File: config.mk
export PLATFORM = sky130hd
export DESIGN_NAME = lag_periodic_traffic_source
export DESIGN_NICKNAME = d
export VERILOG_FILES = /design/src/rtl/lag_periodic_traffic_source.sv
export SDC_FILE = /design/constraint.sdc
export NUM_CORES = 1
export LEC_CHECK = 0
export CORE_MARGIN = 8
export CORE_UTILIZATION = 42
export CTS_CLUSTER_DIAMETER = 60
export CTS_CLUSTER_SIZE = 8
export DETAILED_ROUTE_END_ITERATION = 8
export GPL_ROUTABILITY_DRIVEN = 0
export SLEW_MARGIN = 15
export SYNTH_ARGS = -nofsm -noshare
export SYNTH_HDL_FRONTEND = slang
export SYNTH_SLANG_ARGS = --single-unit
export TNS_END_PERCENT = 5
File: constraint.sdc
create_clock -name clk -period 9 [get_ports clk]
set_clock_uncertainty 0.05 [all_clocks]
set_input_delay 1.8 -clock clk [delete_from_list [all_inputs] [get_ports clk]]
set_output_delay 1.8 -clock clk [all_outputs]
set_load 0.05 [all_outputs]
File: src/rtl/lag_periodic_traffic_source.sv
// Periodic traffic source for one mesh tile: creates fixed-length packets to a
// single destination at a fixed period, queues the requests with their
// creation time, and serialises each packet onto one entry PL under
// per-PL backpressure.
module lag_periodic_traffic_source #(
  parameter int XDIM          = 4,
  parameter int YDIM          = 4,
  parameter int XPOS          = 0,
  parameter int YPOS          = 0,
  parameter int NP            = 2,
  parameter int PACKET_LENGTH = 4,
  parameter int INJ_PERIOD    = 16,
  parameter int DEST_X        = 1,
  parameter int DEST_Y        = 0,
  parameter int NUM_PACKETS   = 0,
  parameter int QUEUE_DEPTH   = 8,
  localparam int PLW = (NP > 1) ? $clog2(NP) : 1,
  localparam int XW  = $clog2(XDIM),
  localparam int YW  = $clog2(YDIM)
) (
  input  logic           clk,
  input  logic           rst_n,
  input  logic           enable,
  input  logic [NP-1:0]  network_ready,
  output logic           flit_valid,
  output logic [PLW-1:0] flit_pl,
  output logic           flit_head,
  output logic           flit_tail,
  output logic [XW-1:0]  flit_dx,
  output logic [YW-1:0]  flit_dy,
  output logic [15:0]    flit_seq,
  output logic [31:0]    flit_ts,
  output logic [31:0]    flits_sent_o,
  output logic [31:0]    drops_o,
  output logic           done
);

  localparam int AW  = $clog2(QUEUE_DEPTH);
  localparam int PCW = (INJ_PERIOD > 1) ? $clog2(INJ_PERIOD) : 1;
  localparam int FCW = (PACKET_LENGTH > 1) ? $clog2(PACKET_LENGTH) : 1;
  localparam logic [FCW-1:0] LAST_FLIT = FCW'(PACKET_LENGTH - 1);
  localparam logic [PCW-1:0] LAST_TICK = PCW'(INJ_PERIOD - 1);

  // Reject configurations the datapath cannot represent.
  if (PACKET_LENGTH < 1 || INJ_PERIOD < 1 || QUEUE_DEPTH < 2 ||
      (QUEUE_DEPTH & (QUEUE_DEPTH - 1)) != 0 || NP < 1 ||
      XDIM < 2 || YDIM < 2 || XPOS >= XDIM || YPOS >= YDIM ||
      DEST_X >= XDIM || DEST_Y >= YDIM || NUM_PACKETS < 0) begin : g_param_check
    $error("lag_periodic_traffic_source: illegal parameter set");
  end

  typedef enum logic [0:0] {S_IDLE, S_BODY} state_t;

  function automatic logic [31:0] sat_inc(input logic [31:0] v);
    return (v == 32'hFFFF_FFFF) ? v : v + 32'd1;
  endfunction

  state_t         state;
  logic [31:0]    time_cnt;
  logic [PCW-1:0] per_cnt;
  logic [31:0]    attempts;
  logic [31:0]    flits_sent;
  logic [31:0]    drops;
  logic [15:0]    seq;
  logic           done_q;

  logic [31:0]    ts_mem  [QUEUE_DEPTH];
  logic [15:0]    seq_mem [QUEUE_DEPTH];
  logic [AW-1:0]  wr_ptr;
  logic [AW-1:0]  rd_ptr;
  logic [AW:0]    q_count;

  logic [PLW-1:0] pl_q;
  logic [FCW-1:0] fcnt;
  logic [15:0]    seq_q;
  logic [31:0]    ts_q;

  logic           creation_over;
  logic           create;
  logic           q_empty;
  logic           q_full;
  logic           pop;
  logic           push;
  logic           drop;
  logic           done_now;
  logic [PLW-1:0] low_pl;

  assign creation_over = (NUM_PACKETS != 0) && (attempts >= 32'(NUM_PACKETS));
  assign create        = enable && (per_cnt == '0) && !creation_over;
  assign q_empty       = (q_count == '0);
  assign q_full        = (q_count == (AW+1)'(QUEUE_DEPTH));
  assign pop           = (state == S_IDLE) && !q_empty && (|network_ready);
  assign push          = create && (!q_full || pop);
  assign drop          = create && q_full && !pop;
  assign done_now      = creation_over && q_empty && (state == S_IDLE);

  // Lowest-index ready PL, used only when a new packet starts.
  always_comb begin
    low_pl = '0;
    for (int i = NP - 1; i >= 0; i--) begin
      if (network_ready[i]) low_pl = PLW'(i);
    end
  end

  // Flit outputs follow the FSM and the ready inputs in the transfer cycle;
  // payload fields read zero whenever no flit is presented.
  always_comb begin
    flit_valid = 1'b0;
    flit_pl    = '0;
    flit_head  = 1'b0;
    flit_tail  = 1'b0;
    flit_seq   = '0;
    flit_ts    = '0;
    case (state)
      S_IDLE: begin
        if (pop) begin
          flit_valid = 1'b1;
          flit_pl    = low_pl;
          flit_head  = 1'b1;
          flit_tail  = (PACKET_LENGTH == 1);
          flit_seq   = seq_mem[rd_ptr];
          flit_ts    = ts_mem[rd_ptr];
        end
      end
      S_BODY: begin
        if (network_ready[pl_q]) begin
          flit_valid = 1'b1;
          flit_pl    = pl_q;
          flit_tail  = (fcnt == LAST_FLIT);
          flit_seq   = seq_q;
          flit_ts    = ts_q;
        end
      end
      default: ;
    endcase
  end

  assign flit_dx      = flit_valid ? XW'(DEST_X) : '0;
  assign flit_dy      = flit_valid ? YW'(DEST_Y) : '0;
  assign flits_sent_o = flits_sent;
  assign drops_o      = drops;
  assign done         = done_q | done_now;

  // Free-running time base and the enable-gated injection period counter.
  always_ff @(posedge clk or negedge rst_n) begin
    if (!rst_n) begin
      time_cnt <= '0;
      per_cnt  <= '0;
    end else begin
      time_cnt <= time_cnt + 32'd1;
      if (enable) per_cnt <= (per_cnt == LAST_TICK) ? '0 : per_cnt + PCW'(1);
    end
  end

  // Creation bookkeeping: attempts, sequence numbers, drops, sticky done.
  always_ff @(posedge clk or negedge rst_n) begin
    if (!rst_n) begin
      attempts   <= '0;
      seq        <= '0;
      drops      <= '0;
      flits_sent <= '0;
      done_q     <= 1'b0;
    end else begin
      if (create)     attempts   <= sat_inc(attempts);
      if (push)       seq        <= seq + 16'd1;
      if (drop)       drops      <= sat_inc(drops);
      if (flit_valid) flits_sent <= sat_inc(flits_sent);
      if (done_now)   done_q     <= 1'b1;
    end
  end

  // Request queue pointers and occupancy; a pop frees its slot for a same-cycle push.
  always_ff @(posedge clk or negedge rst_n) begin
    if (!rst_n) begin
      wr_ptr  <= '0;
      rd_ptr  <= '0;
      q_count <= '0;
    end else begin
      if (push) wr_ptr <= wr_ptr + AW'(1);
      if (pop)  rd_ptr <= rd_ptr + AW'(1);
      case ({push, pop})
        2'b10:   q_count <= q_count + (AW+1)'(1);
        2'b01:   q_count <= q_count - (AW+1)'(1);
        default: q_count <= q_count;
      endcase
    end
  end

  // Request queue storage: creation timestamp and sequence number.
  always_ff @(posedge clk) begin
    if (push) begin
      ts_mem[wr_ptr]  <= time_cnt;
      seq_mem[wr_ptr] <= seq;
    end
  end

  // Serialiser FSM: head in IDLE on pop, remaining flits in BODY on the latched PL.
  always_ff @(posedge clk or negedge rst_n) begin
    if (!rst_n) begin
      state <= S_IDLE;
      fcnt  <= '0;
    end else begin
      case (state)
        S_IDLE: begin
          if (pop) begin
            fcnt <= FCW'(1);
            if (PACKET_LENGTH > 1) state <= S_BODY;
          end
        end
        S_BODY: begin
          if (network_ready[pl_q]) begin
            if (fcnt == LAST_FLIT) state <= S_IDLE;
            else                   fcnt  <= fcnt + FCW'(1);
          end
        end
        default: state <= S_IDLE;
      endcase
    end
  end

  // Per-packet fields latched at the head so every flit carries the same values.
  always_ff @(posedge clk) begin
    if (pop) begin
      pl_q  <= low_pl;
      seq_q <= seq_mem[rd_ptr];
      ts_q  <= ts_mem[rd_ptr];
    end
  end

endmodule
==> results.json <==
{
  "cts-root-buf": "clkbuf_16",
  "path_max_fanout": 56,
  "cts_max_level": 3,
  "final-hold-violation-count": 0,
  "cpPeakStageDelay_ps": 800,
  "hold_depth": 1,
  "grt_overflow": 0,
  "irDropWorstVdd_uv": 157.5,
  "syn_inst": 1248,
  "r2r-end": "seq_mem[7][12]",
  "path_buf_inv": 4,
  "grt_use_met3_pct": 3.333,
  "rsz0062_at_grt": "false",
  "yosys.area_share.xor_xnor_pct": 4.130,
  "tightest_slew_ps": 1072,
  "leakage_nw": 9.674,
  "final_nets": 1445,
  "hold_ws_ps": 445.7,
  "synthArstFlopShare_pct": 22.95,
  "setup_ws_ps": 2260,
  "ff2ff_path_depth": 8,
  "syn_area_um2": 22480,
  "io_buffers": 121,
  "core_area_um2": 52760,
  "synth_top_family_by_area": "multiplexers",
  "synth_seq_cells": 562,
  "syn_area_per_cell_um2": 18.01,
  "cp.required_ps": 7150,
  "maxSlewViolCount": 0,
  "min_to": "flits_sent_o[18]",
  "dp_worst_setup_slack_ps": 2202,
  "postRouteAntennaNets": 0,
  "multi_input_area_um2": 6036,
  "critPathCaptureType": "output port",
  "grt_first_pass_wirelength_mm": 73.32,
  "setup_viol": 0,
  "die_h_um": 247.4,
  "vias": 11650,
  "path_cells": "clkdlybuf4s50_1 > o21ba_2 > nand2_1 > inv_4 > buf_4 > a22o_1 > clkdlybuf4s50_1",
  "clkTransAtPathRegs_ps": 50,
  "yosys.area_share.simple_pct": 6.351,
  "worstSetupPathType": "in2out",
  "syn_to_final_growth_pct": 19.94,
  "cts_sinks": 562,
  "post_cts_buffers": 0,
  "initial_core_util_pct": 42.61,
  "hold_path.startpoint": "flits_sent_o[18]",
  "r2r-start": "per_cnt[0]",
  "p_per_area_nw_per_um2": 293.6,
  "start_kind": "primary input",
  "tns_ps": 0,
  "dp_hpwl_mm": 26.56,
  "use_met1_pct": 21.03,
  "crit_arrival_ps": 4890,
  "cts_buffer_depth": 3,
  "synthAdderAreaFrac_pct": 0.5566,
  "antenna_found_initial": 0,
  "max-slew-margin-rel_pct": 28.37,
  "grtUsageMet2_pct": 25.41,
  "dr.pass1.iters": 5,
  "synth-warning-count": 0,
  "clk_latency_ps": 600,
  "finalWirelength_mm": 46.99,
  "gr-max-usage-layer": "met2",
  "drtIter0Drc": 788,
  "die_x_um": 247.4,
  "drv_cap": 0,
  "min_period_over_period_pct": 74.89,
  "cpMaxStageDelayCell": "clkdlybuf4s50_1",
  "grt_pass1_vias": 12490,
  "final_common_cell": "edfxtp_1",
  "diodes": 0,
  "reg2reg_slack_ps": 5900,
  "netlist-cell-type-count": 56,
  "wire_per_inst_um": 21.55,
  "grt_max_degree": 72,
  "cts_tree": "yes",
  "synth-compound-area-share_pct": 2.911,
  "track_usage_pct": 15.62,
  "fmax_ghz": 0.1484,
  "viasPerCell": 5.343,
  "cp_common_cell": "clkdlybuf4s50_1",
  "cp_top_family": "buffers and inverters",
  "drc": 0,
  "numCtsBuffers": 81,
  "synth_edf_count": 433,
  "drive_above_1_share_pct": 19.36,
  "ios": 126,
  "fin_crit_ps": 6740,
  "row_count": 84,
  "ys.flop_type": "edfxtp_1",
  "synthMuxAreaShare_pct": 12.60,
  "min_path_type": "reg2reg",
  "dieArea_um2": 61180,
  "fillCellCount": 4319,
  "cts_resized": 0,
  "yosysSeqAreaShare_pct": 72.20,
  "cts_hold_buf": 0,
  "fin_cells": 2181,
  "status": "finished clean",
  "place_area_um2": 24590,
  "seqCellArea_um2": 16240,
  "final_design_area_no_fill_um2": 26960,
  "mostFrequentLayoutCells": "433 x edfxtp_1, 126 x dfrtp_1, 120 x clkdlybuf4s50_1, 96 x mux4_2, 84 x clkbuf_16",
  "place_inst": 2035
}
-- kinds of logic (layout without fill, tap and decap cells) --
group,count (synthesis),after routing
xor gates and xnor gates,106,106
adders and majority gates,10,10
DFF,562,562
buffers and inverters,65,307
other,1,4
muxes,156,156
and+or+nand+nor,266,266
AOI/OAI and AO/OA,82,82
-- per-layer routing --
metal	share of wire, %	wire [um]
met1	45	21130
met2	49	22900
met5	0	0
met3	4.7	2221
met4	1.6	740
-- how the worst max path moves through the flow --
stage	from	end	slack (ps)	depth (start not counted)
floorplan	enable	seq_mem[2][0]	1080	3
global placement	network_ready[1]	flit_ts[17]	2280	7
detailed placement	network_ready[1]	flit_ts[8]	2200	7
CTS	network_ready[1]	flit_ts[17]	2200	7
global route	network_ready[1]	flit_seq[7]	2020	7
finish	network_ready[1]	flit_ts[11]	2260	7
-- sequential cells by signal, summed over array words and instances (netlist names) --
name,flops
drops_o,32
fcnt,2
flits_sent_o,32
per_cnt,4
pl_q,1
q_count,4
rd_ptr,3
seq,16
seq_mem,128
seq_q,16
state,1
time_cnt,32
ts_mem,256
ts_q,32
wr_ptr,3
-- cell usage after synthesis (6+ instances only) --
cell        n  share of area, %
nand2_1    55              0.92
mux2_2     55               2.8
ha_1       10              0.56
and3_1     19              0.53
a31oi_1     6              0.17
clkbuf_1   31              0.52
nor3_1     15              0.33
a21oi_1     9              0.20
inv_1      14              0.23
a22o_1     49               1.9
xnor2_1    71               2.8
mux4_2     96               9.6
and4_1      8              0.31
o21ai_0     6              0.13
nand3_1    47               1.0
dfrtp_1   129                14
xor2_1     35               1.4
edfxtp_1  433                58
nor2_1     43              0.72
nand4_1    46               1.3
buf_2       7              0.16
-- cell type report --
class                      instances  share of cell area (%)
clock buffer                     141                   8.627
clock inverter                     5                  0.1578
inverter                          16                  0.2320
multi-input combinational        624                   22.39
sequential                       562                   60.24
tap                              688                   3.193
timing repair buffer             145                   5.165
-- through the flow --
stage          util [%]  total power [W]
3_5_place_dp      46.61         0.005216
3_3_place_gp      46.61         0.005191
4_1_cts           51.10         0.008036
2_1_floorplan         -         0.004607
6_report          51.10         0.007916
5_1_grt           51.10         0.008252
-- power by group --
| group | switching [W] | internal, W | leakage, nW |
|---|---|---|---|
| combinational | 0.00106 | 0.000775 | 2.61 |
| clock | 0.00106 | 0.00174 | 1.13 |
| sequential | 0.000268 | 0.00302 | 5.93 |
| total | 0.00239 | 0.00553 | 9.67 |
Power figures use the tool's default switching activity.
